--- config.mk ---
export PLATFORM = sky130hd
export DESIGN_NAME = hack_cpu
export DESIGN_NICKNAME = d
export VERILOG_FILES = /design/src/rtl/hack_pkg.sv /design/src/rtl/alu.sv /design/src/rtl/hack_cpu.sv
export SDC_FILE = /design/constraint.sdc
export NUM_CORES = 1
export LEC_CHECK = 0
export ABC_AREA = 1
export CORE_MARGIN = 3
export CORE_UTILIZATION = 40
export DETAILED_ROUTE_END_ITERATION = 6
export PLACE_DENSITY = 0.69
export SLEW_MARGIN = 0
export SYNTH_ARGS = -nofsm -noshare
export SYNTH_HDL_FRONTEND = slang
export SYNTH_SLANG_ARGS = --single-unit
--- constraint.sdc ---
create_clock -name clk -period 3.73 [get_ports clk]
set_input_delay 0.373 -clock clk [delete_from_list [all_inputs] [get_ports clk]]
set_output_delay 0.373 -clock clk [all_outputs]
set_load 0.005 [all_outputs]
--- src/rtl/hack_pkg.sv ---
// Shared definitions for the Hack CPU core: FSM states, instruction field
// positions, destination/jump encodings and the jump condition helper.
package hack_pkg;

    typedef enum logic [1:0] {
        FETCH  = 2'd0,
        DECODE = 2'd1,
        EXEC   = 2'd2
    } state_e;

    localparam int IS_C    = 15;
    localparam int A_BIT   = 12;
    localparam int CMP_HI  = 11;
    localparam int CMP_LO  = 6;
    localparam int DEST_HI = 5;
    localparam int DEST_LO = 3;
    localparam int JMP_HI  = 2;
    localparam int JMP_LO  = 0;

    localparam int DEST_A = 5;
    localparam int DEST_D = 4;
    localparam int DEST_M = 3;

    localparam logic [2:0] JGT = 3'b001;
    localparam logic [2:0] JEQ = 3'b010;
    localparam logic [2:0] JGE = 3'b011;
    localparam logic [2:0] JLT = 3'b100;
    localparam logic [2:0] JNE = 3'b101;
    localparam logic [2:0] JLE = 3'b110;
    localparam logic [2:0] JMP = 3'b111;

    localparam logic [14:0] RESET_PC_DEFAULT = 15'h0000;

    // Each jump bit selects one of the three disjoint sign classes of out.
    function automatic logic jump_taken(input logic [2:0] jmp,
                                        input logic zr, input logic ng);
        return (jmp[2] & ng) | (jmp[1] & zr) | (jmp[0] & ~ng & ~zr);
    endfunction

endpackage

--- src/rtl/alu.sv ---
// 16-bit Hack ALU: optional zero/negate of each input, add or AND,
// optional negate of the result, with zero and negative flags.
module alu (
    input  logic [15:0] x,
    input  logic [15:0] y,
    input  logic        zx,
    input  logic        nx,
    input  logic        zy,
    input  logic        ny,
    input  logic        f,
    input  logic        no,
    output logic [15:0] out,
    output logic        zr,
    output logic        ng
);

    logic [15:0] x1_s, x2_s, y1_s, y2_s, f_s;

    // Input conditioning, function select and output negation.
    always_comb begin
        x1_s = zx ? 16'h0000 : x;
        x2_s = nx ? ~x1_s : x1_s;
        y1_s = zy ? 16'h0000 : y;
        y2_s = ny ? ~y1_s : y1_s;
        f_s  = f ? (x2_s + y2_s) : (x2_s & y2_s);
        out  = no ? ~f_s : f_s;
        zr   = (out == 16'h0000);
        ng   = out[15];
    end

endmodule

--- src/rtl/hack_cpu.sv ---
// Multi-cycle Hack CPU core: FETCH -> DECODE -> (EXEC) -> FETCH, with A, D,
// PC and IR registers, a synchronous ROM fetch port and a synchronous RAM port.
module hack_cpu
    import hack_pkg::*;
#(
    parameter logic [14:0] RESET_PC = RESET_PC_DEFAULT
) (
    input  logic        clk,
    input  logic        reset,
    output logic [14:0] rom_addr,
    input  logic [15:0] rom_data,
    output logic [14:0] ram_addr,
    output logic        ram_rd,
    input  logic [15:0] ram_rdata,
    output logic [15:0] ram_wdata,
    output logic        ram_we,
    output logic [14:0] pc
);

    state_e      state_r, state_nxt_s;
    logic [15:0] a_r, d_r, ir_r;
    logic [14:0] pc_r;
    logic [14:0] pc_inc_s;
    logic [15:0] alu_y_s, alu_out_s;
    logic        alu_zr_s, alu_ng_s;
    logic        take_s;
    logic        ram_rd_s, ram_we_s;

    assign pc_inc_s = pc_r + 15'd1;
    assign alu_y_s  = ir_r[A_BIT] ? ram_rdata : a_r;
    assign take_s   = jump_taken(ir_r[JMP_HI:JMP_LO], alu_zr_s, alu_ng_s);

    alu u_alu (
        .x   (d_r),
        .y   (alu_y_s),
        .zx  (ir_r[11]),
        .nx  (ir_r[10]),
        .zy  (ir_r[9]),
        .ny  (ir_r[8]),
        .f   (ir_r[7]),
        .no  (ir_r[6]),
        .out (alu_out_s),
        .zr  (alu_zr_s),
        .ng  (alu_ng_s)
    );

    // State register.
    always_ff @(posedge clk) begin
        if (reset) begin
            state_r <= FETCH;
        end else begin
            state_r <= state_nxt_s;
        end
    end

    // Next-state logic: A-instructions skip EXEC.
    always_comb begin
        state_nxt_s = FETCH;
        case (state_r)
            FETCH:   state_nxt_s = DECODE;
            DECODE:  state_nxt_s = rom_data[IS_C] ? EXEC : FETCH;
            EXEC:    state_nxt_s = FETCH;
            default: state_nxt_s = FETCH;
        endcase
    end

    // Datapath registers; EXEC reads the pre-edge A for both jump and M address.
    always_ff @(posedge clk) begin
        if (reset) begin
            a_r  <= 16'h0000;
            d_r  <= 16'h0000;
            ir_r <= 16'h0000;
            pc_r <= RESET_PC;
        end else begin
            case (state_r)
                FETCH: begin
                end
                DECODE: begin
                    ir_r <= rom_data;
                    if (!rom_data[IS_C]) begin
                        a_r  <= rom_data;
                        pc_r <= pc_inc_s;
                    end
                end
                EXEC: begin
                    if (ir_r[DEST_A]) a_r <= alu_out_s;
                    if (ir_r[DEST_D]) d_r <= alu_out_s;
                    pc_r <= take_s ? a_r[14:0] : pc_inc_s;
                end
                default: begin
                end
            endcase
        end
    end

    // Memory strobes; suppressed while reset is asserted so an aborted
    // instruction cannot touch RAM.
    always_comb begin
        ram_rd_s = 1'b0;
        ram_we_s = 1'b0;
        if (reset) begin
            ram_rd_s = 1'b0;
            ram_we_s = 1'b0;
        end else begin
            case (state_r)
                DECODE:  ram_rd_s = rom_data[IS_C] & rom_data[A_BIT];
                EXEC:    ram_we_s = ir_r[DEST_M];
                default: begin
                    ram_rd_s = 1'b0;
                    ram_we_s = 1'b0;
                end
            endcase
        end
    end

    assign ram_rd    = ram_rd_s;
    assign ram_we    = ram_we_s;
    assign ram_wdata = alu_out_s;
    assign ram_addr  = reset ? 15'h0000 : a_r[14:0];
    assign rom_addr  = reset ? RESET_PC : pc_r;
    assign pc        = reset ? RESET_PC : pc_r;

endmodule

==> results.py, run 1 <==
metrics = {
    "worst_setup_path": {
        "crit_path_max_fanout": 9,
        "path_class": "reg2out",
        "r2r_cells": 24,
        "endpoint_kind": "output pin",
        "crit_start": "ir_r[12]",
        "crit_chain": "inv_8 -> clkbuf_16 -> a21oi_2 -> o21ai_1 -> xor2_1 -> ha_1 -> nand2_2 -> inv_1 -> nand2_1 -> nand2_1 -> a21oi_2 -> nand2_1 -> nand2_1 -> nand3_1 -> nand3_1 -> nand2_2 -> inv_2 -> clkdlybuf4s50_1",
        "r2r-start": "ir_r[12]",
        "required_ns": 3.36,
        "path_common_cell": "nand2_1",
        "cp.arrival_ns": 3.28,
        "worst_path_max_delay_cell": "clkdlybuf4s50_1",
        "start_kind": "register",
        "slowest_delay_ns": 0.51,
    },
    "timing": {
        "maxSlewHeadroom_pct": 40.01,
        "rsz0062_at_grt": "yes",
        "fin_skew_ns": 0.008431,
        "worstMarginPinSlew_ns": 0.8988,
        "finalSetupViolCount": 0,
        "setup_tns_ns": 0,
        "final_max_slew_viol_count": 0,
        "timing.final.crit_period_ns": 3.658,
        "fmax_mhz": 273.4,
        "fin_crit_sh_pct": 98.06,
        "hold_viol": 0,
    },
    "die": {
        "row_count": 41,
        "start_util_pct": 41.87,
        "die_area_mm2": 0.01496,
        "dieHeight_um": 122.3,
        "coreArea_mm2": 0.01293,
        "ios": 97,
        "fp.dieW_um": 122.3,
    },
    "synthesis": {
        "syn_avg_cell_area_um2": 5.903,
        "synth_area_leaders": "dfxtp_1, nand2_1, nand3_1",
        "synth_top_cell_area_share_pct": 22.93,
        "synthCells": 917,
        "syn-num-nets": 969,
        "synth-main-ff-cell": "dfxtp_1",
        "ys_top_cells_by_count": "nand2_1, inv_1, nand3_1",
        "syn_area_mm2": 0.005413,
        "yosysWarnings": 0,
        "async_reset_ff_share_pct": 0,
        "synth_most_common_cell": "nand2_1",
        "yosysTopAreaCell": "dfxtp_1",
        "synth_edf_count": 0,
        "synthDistinctLibCells": 33,
        "ys_seq_area_share_pct": 22.93,
        "ys_seq_elements": 62,
    },
    "route": {
        "top_layer": "met4",
        "wl_per_cell_um": 14.98,
        "routed_wl_mm": 17.77,
        "drtPass1Iterations": 5,
        "drt-met1-wl_mm": 7.845,
        "num_vias": 6137,
        "drc": 0,
        "viasPerCell": 5.175,
        "ant_nets": 0,
        "wl_met2_mm": 8.161,
        "wl_met3_mm": 1.438,
        "drtIter0Drc": 445,
    },
    "clock_network": {
        "clockBufferDepth": 2,
        "cts_buffers": 9,
        "root_buffer": "clkbuf_16",
        "clk_transition_reported_paths_ns": 0.06,
        "cts_tree": "built",
        "h-tree-depth": 3,
        "insertion_delay_ns": 0.33,
        "postCtsHoldBufs": 0,
        "cts.sinks": 62,
    },
    "placement": {
        "io_buffers": 96,
        "dp_cells": 1150,
        "globalplace.congestion": 0.9210,
        "detailedPlacementHpwl_mm": 13.08,
    },
    "power": {
        "peakVddDrop_v": 0.0003082,
        "powerDensity_mw_per_mm2": 383.7,
        "p_leak_uw": 0.003430,
    },
    "global_routing": {
        "antenna_found_initial": 0,
        "grt_pass1_wl_mm": 27.36,
        "track_usage_pct": 23.04,
        "grt_overflow": 0,
        "first_global_vias": 5448,
        "grt_max_degree": 43,
    },
    "finish": {
        "diodes": 0,
        "area_growth_pct": 33.03,
        "drive_above_1_share_pct": 15.48,
        "fin_cells": 1186,
        "layout.nets": 1061,
        "nFillCells": 1264,
    },
    "flow_run": {
        "drv_cap": 0,
    },
    "outcome": {
        "status": "complete, no violations",
    },
    "hold_path": {
        "whs_path_depth": 1,
        "hold_start": "state_r[1]",
        "hold_path_class": "reg2reg",
    },
}
[area by class of cell]
cell class | instances | area, µm² | share of cell area, %
timing repair buffer | 139 | 1344 | 18.66
clock buffer | 10 | 229.0 | 3.180
tap | 172 | 215.2 | 2.989
sequential | 62 | 1246 | 17.31
multi-input combinational | 655 | 3565 | 49.50
inverter | 142 | 540.5 | 7.507
clock inverter | 6 | 61.31 | 0.8514
[path summary, 6_finish.rpt]
path / endpoint / slack (ns)
max: ram_wdata[15] / 0.07
min: state_r[0] / 0.42
max reg2reg: pc_r[4] / 0.23
min reg2reg: state_r[0] / 0.42
[power breakdown]
part           internal (µW)  total (µW)  leakage [µW]  switching [µW]
clock network            516         826      0.000143             310
logic                    502        1220       0.00278             717
registers                696         718      0.000506            21.9
total                   1710        2760       0.00343            1050
[routing by layer]
metal  vias up  global-route usage, %
li1       3074                      -
met5         -                      0
met1      2795                  32.69
met2       243                  35.83
met4         0                  6.018
met3        25                  4.424
[layout by cell type (no fill, tap or decap), types with 5 or more instances in the layout]
cell             count
nand2_1            215
inv_2               14
nand4_1              6
o21ai_0             43
nor2_1              75
nor2_2               9
nand3_1            106
nand2_4              5
inv_1              125
ha_1                10
a21oi_1             26
o21ai_1             10
clkdlybuf4s50_1     94
nand2_2             28
clkbuf_16           11
o211ai_1            25
ha_2                 6
nand3_2              8
xor2_1              40
a21oi_2             10
dfxtp_1             60
o21ai_2              5
buf_4               38
nor3_1               6
[state kept, by name, summed over array words and instances (netlist names)]
register	flops
a_r	16
d_r	16
ir_r	13
pc_r	15
state_r	2
[stage by stage]
step / cell area, µm² / util (%) / setup slack, ns / power [µW] / hold slack, ns
CTS: 6862 / 53.08 / -0.005503 / 2634 / 0.4197
finish: 7201 / 55.70 / 0.07243 / 2763 / 0.4161
global placement: 6472 / 50.07 / 0.03306 / 1753 / 0.4061
detailed placement: 6472 / 50.07 / 0.01282 / 1756 / 0.4184
floorplan: 5413 / - / 0.3926 / 1392 / 0.3975
global route: 7201 / 55.70 / -0.1047 / 2932 / 0.4515
[what timing repair did]
item,in CTS,in global routing
pin swaps,10,28
hold endpoints to repair,0,0
setup endpoints to repair,9,27
gates cloned,0,2
buffers inserted,6,12
gates resized for setup,19,72
[logic make-up after synthesis]
logic type	Yosys count	share of synthesized area, %
xor+xnor	41	6.634
compound gates	125	13.15
simple gates	471	37.52
flops	62	22.93
buf+inv	200	15.46
fa+ha+maj	18	4.300
[worst max-delay path: cells and delay by family (launching register included)]
family / cells / cell delay, ns
adders and majority gates: 1 / 0.37
xor gates and xnor gates: 1 / 0.15
AOI/OAI and AO/OA: 3 / 0.44
DFF: 1 / 0.37
and+or+nand+nor: 8 / 0.73
buffers and inverters: 5 / 0.88
(Power assumes the default switching activity.)
==> inputs of run 2 (changes only) <==
Settings changed: SLEW_MARGIN 0 to 30.
==> results of run 2 <==
The final DEF is identical to that of run 1; final timing and power are the same.
